<file path="src/rtl/load_writeback_queue.sv">
// Load writeback queue: buffers load responses in a circular FIFO and drains
// them into the register file, dropping writes aimed at register 0.
module load_writeback_queue #(
    parameter int DATABITWIDTH    = 16,
    parameter int REGADDRBITWIDTH = 4,
    parameter int DEPTH           = 4
) (
    input  logic                       clk,
    input  logic                       sync_rst,
    input  logic                       clk_en,
    input  logic                       In_Valid,
    input  logic [REGADDRBITWIDTH-1:0] In_Address,
    input  logic [DATABITWIDTH-1:0]    In_Data,
    output logic                       In_Ready,
    input  logic                       Drain_Hold,
    output logic                       Mem_Write_En,
    output logic [REGADDRBITWIDTH-1:0] Mem_Write_Address,
    output logic [DATABITWIDTH-1:0]    Mem_Write_Data,
    output logic                       Queue_Empty,
    output logic [$clog2(DEPTH):0]     Queue_Count
);
    localparam int PTRW = $clog2(DEPTH);
    localparam int CNTW = PTRW + 1;
    localparam logic [CNTW-1:0] FULLCNT = CNTW'(DEPTH);

    logic [REGADDRBITWIDTH-1:0] addrMem [DEPTH];
    logic [DATABITWIDTH-1:0]    dataMem [DEPTH];
    logic [PTRW-1:0]            wrPtr, rdPtr;
    logic [CNTW-1:0]            count;
    logic                       active, push, pop;

    assign active   = clk_en & sync_rst;
    // Readiness looks only at the registered count, so a same-cycle pop never frees a slot early.
    assign In_Ready = active & (count != FULLCNT);
    assign push     = In_Valid & In_Ready;
    assign pop      = active & (count != '0) & ~Drain_Hold;

    assign Mem_Write_Address = addrMem[rdPtr];
    assign Mem_Write_Data    = dataMem[rdPtr];
    assign Mem_Write_En      = pop & (Mem_Write_Address != '0);
    assign Queue_Empty       = (count == '0);
    assign Queue_Count       = count;

    // Entry storage carries no reset; stale slots are never presented.
    always_ff @(posedge clk) begin
        if (push) begin
            addrMem[wrPtr] <= In_Address;
            dataMem[wrPtr] <= In_Data;
        end
    end

    always_ff @(posedge clk) begin
        if (!sync_rst) begin
            wrPtr <= '0;
            rdPtr <= '0;
            count <= '0;
        end else begin
            if (push) wrPtr <= wrPtr + PTRW'(1);
            if (pop)  rdPtr <= rdPtr + PTRW'(1);
            case ({push, pop})
                2'b10:   count <= count + CNTW'(1);
                2'b01:   count <= count - CNTW'(1);
                default: count <= count;
            endcase
        end
    end
endmodule

</file>
<file path="config.mk">
export PLATFORM = sky130hd
export DESIGN_NAME = load_writeback_queue
export DESIGN_NICKNAME = d
export VERILOG_FILES = /design/src/rtl/load_writeback_queue.sv
export SDC_FILE = /design/constraint.sdc
export NUM_CORES = 1
export LEC_CHECK = 0
export CAP_MARGIN = 25
export CORE_MARGIN = 1
export CORE_UTILIZATION = 25
export CTS_CLUSTER_SIZE = 40
export DETAILED_ROUTE_END_ITERATION = 16
export HOLD_SLACK_MARGIN = 0.06
export PLACE_DENSITY_LB_ADDON = 0.05
export SYNTH_ARGS = -nofsm -noshare
export SYNTH_HDL_FRONTEND = slang
export SYNTH_SLANG_ARGS = --single-unit
export TNS_END_PERCENT = 100
</file>
<file path="constraint.sdc">
create_clock -name clk -period 4.6 [get_ports clk]
set_input_delay 1.15 -clock clk [delete_from_list [all_inputs] [get_ports clk]]
set_output_delay 1.15 -clock clk [all_outputs]
set_load 0.02 [all_outputs]
</file>
==> metrics.cfg, run 1 <==
[clock_network]
cts_tree = done
htree_levels = 3
clockBufferDepth = 2
clockRootBuffer = clkbuf_16
cts-buffers-inserted = 9
postCtsResizedCells = 0
ctsHoldBuffers = 0
clk_latency_ns = 0.33
path_clk_slew_ns = 0.06
cts.sinks = 89
cts_setup_buffers = 0

[routing]
wl_per_cell_um = 16.8
wl_met1_mm = 2.94
drc = 0
vias_per_cell = 4.25
route.met2.wl_mm = 3.55
wirelength_mm = 6.90
drtAntennaViolNets = 0
vias = 1741
drt_iter0_drc = 78
route.met3.wl_um = 271
top_layer = met4
firstDrtPassIters = 4

[synthesis]
synth_most_common_cell = edfxtp_1
ys_types = 27
postSynthCellCount = 165
synth_commonest_cells = edfxtp_1, mux4_2, dfxtp_1, inv_1, mux4_1
synth_nets = 196
synth_warnings = 0
synth_top_area_frac = 0.699
synth_edf_count = 80
synth_largest_area_cell = edfxtp_1
synth_seq_area_share = 0.752
syn_area_per_cell_um2 = 20.8
ys_top_cells_by_area = edfxtp_1, mux4_2, mux4_1
synth-main-ff-cell = edfxtp_1
synth-seq-cells = 89
synthArstFlopShare = 0
syn_area_um2 = 3430

[power_and_ir_drop]
p_switching_mw = 0.337
cellPowerDensity_nw_per_um2 = 379
pwr-share-seq = 0.528
p_int_mw = 1.36
clock_power_share = 0.418
p_leak_nw = 1.41
total_power_mw = 1.69
ir_worst_vdd_mv = 0.150
netSwitchingFraction = 0.199
p_comb_frac = 0.054

[placement]
dpl.cell_count = 394
place_hpwl_mm = 4.67
dp_slack_ns = 0.706
postPlaceCellArea_um2 = 4180
port_buffers = 50
gp_congestion = 0.689

[global_route]
gr-total-overflow = 0
grt_max_degree = 15
grt_pass1_vias = 1994
antenna_found_initial = 0
grt_pass1_wl_mm = 10.7
grt.total_usage = 0.105

[min_path]
whs_path_depth = 2
hold_end = rdPtr[1]
holdCritPathClass = flop to flop
hp-start = rdPtr[1]

[run_status]
status = finished clean

[timing]
clock_skew_ns = 0.00440
hold_viol_final = 0
fin_setup_tns_ns = 0
timing.fmax_mhz = 258
rsz0062_at_grt = false
report.final.slew_viol_count = 0
slew_headroom = 0.627
timing.hold.ws_ns = 0.501
fin_ws_ns = 0.717
setup_viol = 0
period_minus_slack_ns = 3.88
min_period_over_period = 0.844
worst_pin_slew_ns = 0.559

[critical_path]
crit_slowest_cell = clkdlybuf4s50_1
end_kind = output pin
path_max_fanout = 6
start_kind = input port
r2r_start = Queue_Count[2]
reg2reg_depth = 9
critPathMostFrequentCell = clkdlybuf4s50_1
slowest_delay_ns = 0.63
cp.required_ns = 3.45
worstPathArrival_ns = 2.73
rrSetupSlack_ns = 2.07
crit_chain = clkdlybuf4s50_1, nand3b_1, nor3_1, clkdlybuf4s50_1
crit_type = input port to output pin
regToRegEndpoint = Queue_Count[2]

[cells_and_area]
final_util = 0.336
fin_nets = 260
syn_to_final_growth_pct = 30.2
layout-drive-gt1-share = 0.158
num-fill-cells = 1279
layout.cells.non_filler = 410
diodes = 0
fin_area_um2 = 4470

[floorplan]
pin_count = 51
die_y_um = 119
die_area_um2 = 14200
die_w_um = 119
initial_core_util = 0.258
core-area_um2 = 13300
rows = 42

[flow_run]
drv_cap = 0

==> cell usage in the layout, fill, tap and decap left out, types with 3 or more instances in the layout <==
cell             netlist  final
and2_1                 5      5
o31ai_1                3      3
nor2_1                 5      5
clkbuf_16              0      9
ha_1                   5      5
mux4_2                12     12
inv_1                  9      9
dfxtp_1                9      8
clkdlybuf4s50_1        0     50
buf_4                  1      7
a21oi_1                7      7
edfxtp_1              80     80
mux4_1                 8      8
==> power by group through the flow <==
stage / logic, mW / clock network (mW) / registers, mW
after global placement: 0.0902 / 0 / 0.911
after detailed placement: 0.0931 / 0 / 0.912
after global routing: 0.0992 / 0.761 / 0.895
final: 0.0917 / 0.708 / 0.894
after CTS: 0.0938 / 0.732 / 0.894
after floorplan: 0.0371 / 0 / 0.911
==> worst max-delay path, delay by kind of cell <==
family                 cells  cell delay (ns)
buffers and inverters      2             1.14
AND/OR/NAND/NOR            2             0.43
==> flip-flops by register name, indices dropped and copies added, names as in the netlist, named ones only <==
name / count
dataMem: 64
addrMem: 16
Queue_Count: 3
rdPtr: 2
wrPtr: 2
==> area by class of cell <==
type                            instances  area, um^2  area share
Inverter                                9        33.8     0.00756
Sequential cell                        89        2580       0.578
Clock inverter                          5        56.3      0.0126
Multi-Input combinational cell         63         791       0.177
Tap cell                              176         220      0.0493
Clock buffer                           11         233      0.0521
Timing Repair Buffer                   57         553       0.124
==> worst max path at each step <==
| stage | slack [ns] | cells after the start | from | endpoint |
|---|---|---|---|---|
| after floorplan | 1.58 | 2 | Drain_Hold | Mem_Write_En |
| after global placement | 0.72 | 4 | sync_rst | Mem_Write_En |
| after detailed placement | 0.71 | 4 | sync_rst | Mem_Write_En |
| after CTS | 0.68 | 5 | flop | Mem_Write_En |
| after global routing | 0.59 | 4 | sync_rst | Mem_Write_En |
| final | 0.72 | 4 | sync_rst | Mem_Write_En |
==> per-layer routing <==
metal	global-route usage	up-vias
li1	-	807
met1	0.119	887
met2	0.180	36
met3	0.0302	11
met4	0.0522	0
met5	0	-
==> logic make-up (layout without fill, tap and decap cells) <==
| logic type | Yosys count | in the layout | share of synthesized area |
|---|---|---|---|
| DFF | 89 | 89 | 0.752 |
| AOI/OAI and AO/OA | 12 | 12 | 0.0197 |
| muxes | 20 | 20 | 0.140 |
| xor gates and xnor gates | 2 | 2 | 0.00510 |
| and+or+nand+nor | 23 | 23 | 0.0415 |
| buffers and inverters | 13 | 82 | 0.0178 |
| adders and majority gates | 6 | 6 | 0.0240 |
No activity file was read; power rests on OpenSTA's default activity.
==> run 2: changes to the inputs <==
==> constraint.sdc (replaced) <==
create_clock -name clk -period 4 [get_ports clk]
set_input_delay 1 -clock clk [delete_from_list [all_inputs] [get_ports clk]]
set_output_delay 1 -clock clk [all_outputs]
set_load 0.02 [all_outputs]
==> metrics.cfg, run 2 (same netlist as run 1, synthesis figures left out) <==
[clock_network]
path_clk_slew_ns = 0.06  ; about the same
clk_latency_ns = 0.34  ; about the same
cts_setup_buffers = 0  ; unchanged
cts-buffers-inserted = 9  ; unchanged
clockRootBuffer = clkbuf_16
postCtsResizedCells = 0  ; unchanged
clockBufferDepth = 2  ; unchanged
ctsHoldBuffers = 0  ; unchanged
cts.sinks = 89  ; unchanged
htree_levels = 3  ; unchanged
cts_tree = done

[global_route]
gr-total-overflow = 0  ; unchanged
grt.total_usage = 0.104  ; -0.00100
grt_pass1_wl_mm = 10.4  ; -3.2%
grt_max_degree = 15  ; unchanged
antenna_found_initial = 0  ; unchanged
grt_pass1_vias = 1872  ; -6.1%

[flow_run]
drv_cap = 0  ; unchanged

[placement]
port_buffers = 50  ; unchanged
place_hpwl_mm = 4.55  ; -2.5%
dp_slack_ns = 0.421  ; -0.285 ns
gp_congestion = 0.699  ; +1.4%

[routing]
firstDrtPassIters = 4  ; unchanged
drtAntennaViolNets = 0  ; unchanged
drc = 0  ; unchanged
wirelength_mm = 6.76  ; -2.0%
vias_per_cell = 4.15  ; -2.2%
wl_per_cell_um = 16.5  ; -2.0%
vias = 1702  ; -2.2%
drt_iter0_drc = 79  ; +1.3%

[power_and_ir_drop]
ir_worst_vdd_mv = 0.161  ; +7.2%
p_leak_nw = 1.40  ; -0.62%
p_int_mw = 1.49  ; +9.9%
netSwitchingFraction = 0.200  ; +0.00110
cellPowerDensity_nw_per_um2 = 418  ; +10%
p_comb_frac = 0.056  ; +0.002
clock_power_share = 0.392  ; -0.026
pwr-share-seq = 0.552  ; +0.024
p_switching_mw = 0.373  ; +11%

[timing]
clock_skew_ns = 0.00905  ; +0.00464 ns
setup_viol = 0  ; unchanged
worst_pin_slew_ns = 0.515  ; -0.0442 ns
fin_ws_ns = 0.416  ; -0.301 ns
report.final.slew_viol_count = 0  ; unchanged
min_period_over_period = 0.896
slew_headroom = 0.656  ; +0.0290
rsz0062_at_grt = false
period_minus_slack_ns = 3.58
fin_setup_tns_ns = 0  ; unchanged
hold_viol_final = 0  ; unchanged
timing.fmax_mhz = 279

[cells_and_area]
syn_to_final_growth_pct = 29.7
final_common_cell = edfxtp_1
fin_nets = 261  ; +0.38%
registers.top_by_ff_count = dataMem
largest_register_ffs = 64  ; unchanged
diodes = 0  ; unchanged
multiInputGateArea_um2 = 791  ; unchanged
layout.cells.most_common_list = edfxtp_1, clkdlybuf4s50_1, mux4_2, inv_1, clkbuf_16
layout-drive-gt1-share = 0.154  ; -0.00427
num-fill-cells = 1271  ; -0.63%
ff_latch_area_um2 = 2580  ; unchanged

[floorplan]
die_y_um = 119  ; unchanged
initial_core_util = 0.258  ; unchanged
core-area_um2 = 13300  ; unchanged
pin_count = 51  ; unchanged
rows = 42  ; unchanged
die_w_um = 119  ; unchanged
die_area_um2 = 14200  ; unchanged

[critical_path]
crit_type = input port to output pin
worstPathArrival_ns = 2.58  ; -0.15 ns
reg2reg_depth = 9  ; unchanged
crit_start = sync_rst
path_max_fanout = 6  ; unchanged
r2r_start = Queue_Count[2]
cp.required_ns = 3.00  ; -0.45 ns
start_kind = input port
end_kind = output pin

[min_path]
whs_path_depth = 2  ; unchanged
holdCritPathClass = flop to flop
hp-start = rdPtr[1]

[run_status]
status = finished clean

==> run 2: through the flow <==
stage          hold slack, ns  cells  cell area [um^2]  total power [mW]  utilization
6_report                0.505    410              4460              1.86        0.335
5_1_grt                 0.549    410              4460              1.94        0.335
4_1_cts                 0.514    410              4460              1.90        0.335
3_5_place_dp            0.505    395              4200              1.16        0.316
3_3_place_gp            0.483    395              4200              1.15        0.316
2_1_floorplan           0.453    165              3430              1.09            -
==> run 2: layout make-up <==
cell class,count,area share
clock buffer,11,0.0522
clock inverter,4,0.00477
inverter,9,0.00758
multi-input combinational,63,0.177
sequential,89,0.580
tap,176,0.0494
timing repair buffer,58,0.129
==> run 2: final timing paths <==
kind	to	slack (ns)
setup / recovery	Mem_Write_En	0.42
hold / removal	flop	0.50
setup reg to reg	Queue_Count[2]	1.54
hold reg to reg	flop	0.50
==> run 2: power by group through the flow <==
| stage | clock network [mW] | logic (mW) | registers (mW) |
|---|---|---|---|
| 2_1_floorplan | 0 | 0.0427 | 1.05 |
| 3_3_place_gp | 0 | 0.104 | 1.05 |
| 4_1_cts | 0.762 | 0.107 | 1.03 |
| 5_1_grt | 0.793 | 0.114 | 1.03 |
| 3_5_place_dp | 0 | 0.107 | 1.05 |
| 6_report | 0.730 | 0.105 | 1.03 |
==> run 2: metal layers <==
metal  up-vias  wire [um]  GRT usage
li1        806          -          -
met2        35       3400      0.177
met1       849       2930      0.114
met3        12        306     0.0393
met5         -          0          0
met4         0        124     0.0475
==> run 2: critical path: stages <==
cell,delay [ns]
clkdlybuf4s50_1,0.51
nand3b_1,0.20
nor3_1,0.23
clkdlybuf4s50_1,0.64
==> run 3: changes to the inputs <==
--- a/config.mk
+++ b/config.mk
@@ -10,7 +10,7 @@
 export CORE_UTILIZATION = 25
 export CTS_CLUSTER_SIZE = 40
 export DETAILED_ROUTE_END_ITERATION = 16
-export HOLD_SLACK_MARGIN = 0.06
+export HOLD_SLACK_MARGIN = 0.15
 export PLACE_DENSITY_LB_ADDON = 0.05
 export SYNTH_ARGS = -nofsm -noshare
 export SYNTH_HDL_FRONTEND = slang
==> results of run 3 <==
Final layout, timing and power as in run 2 (identical DEF).
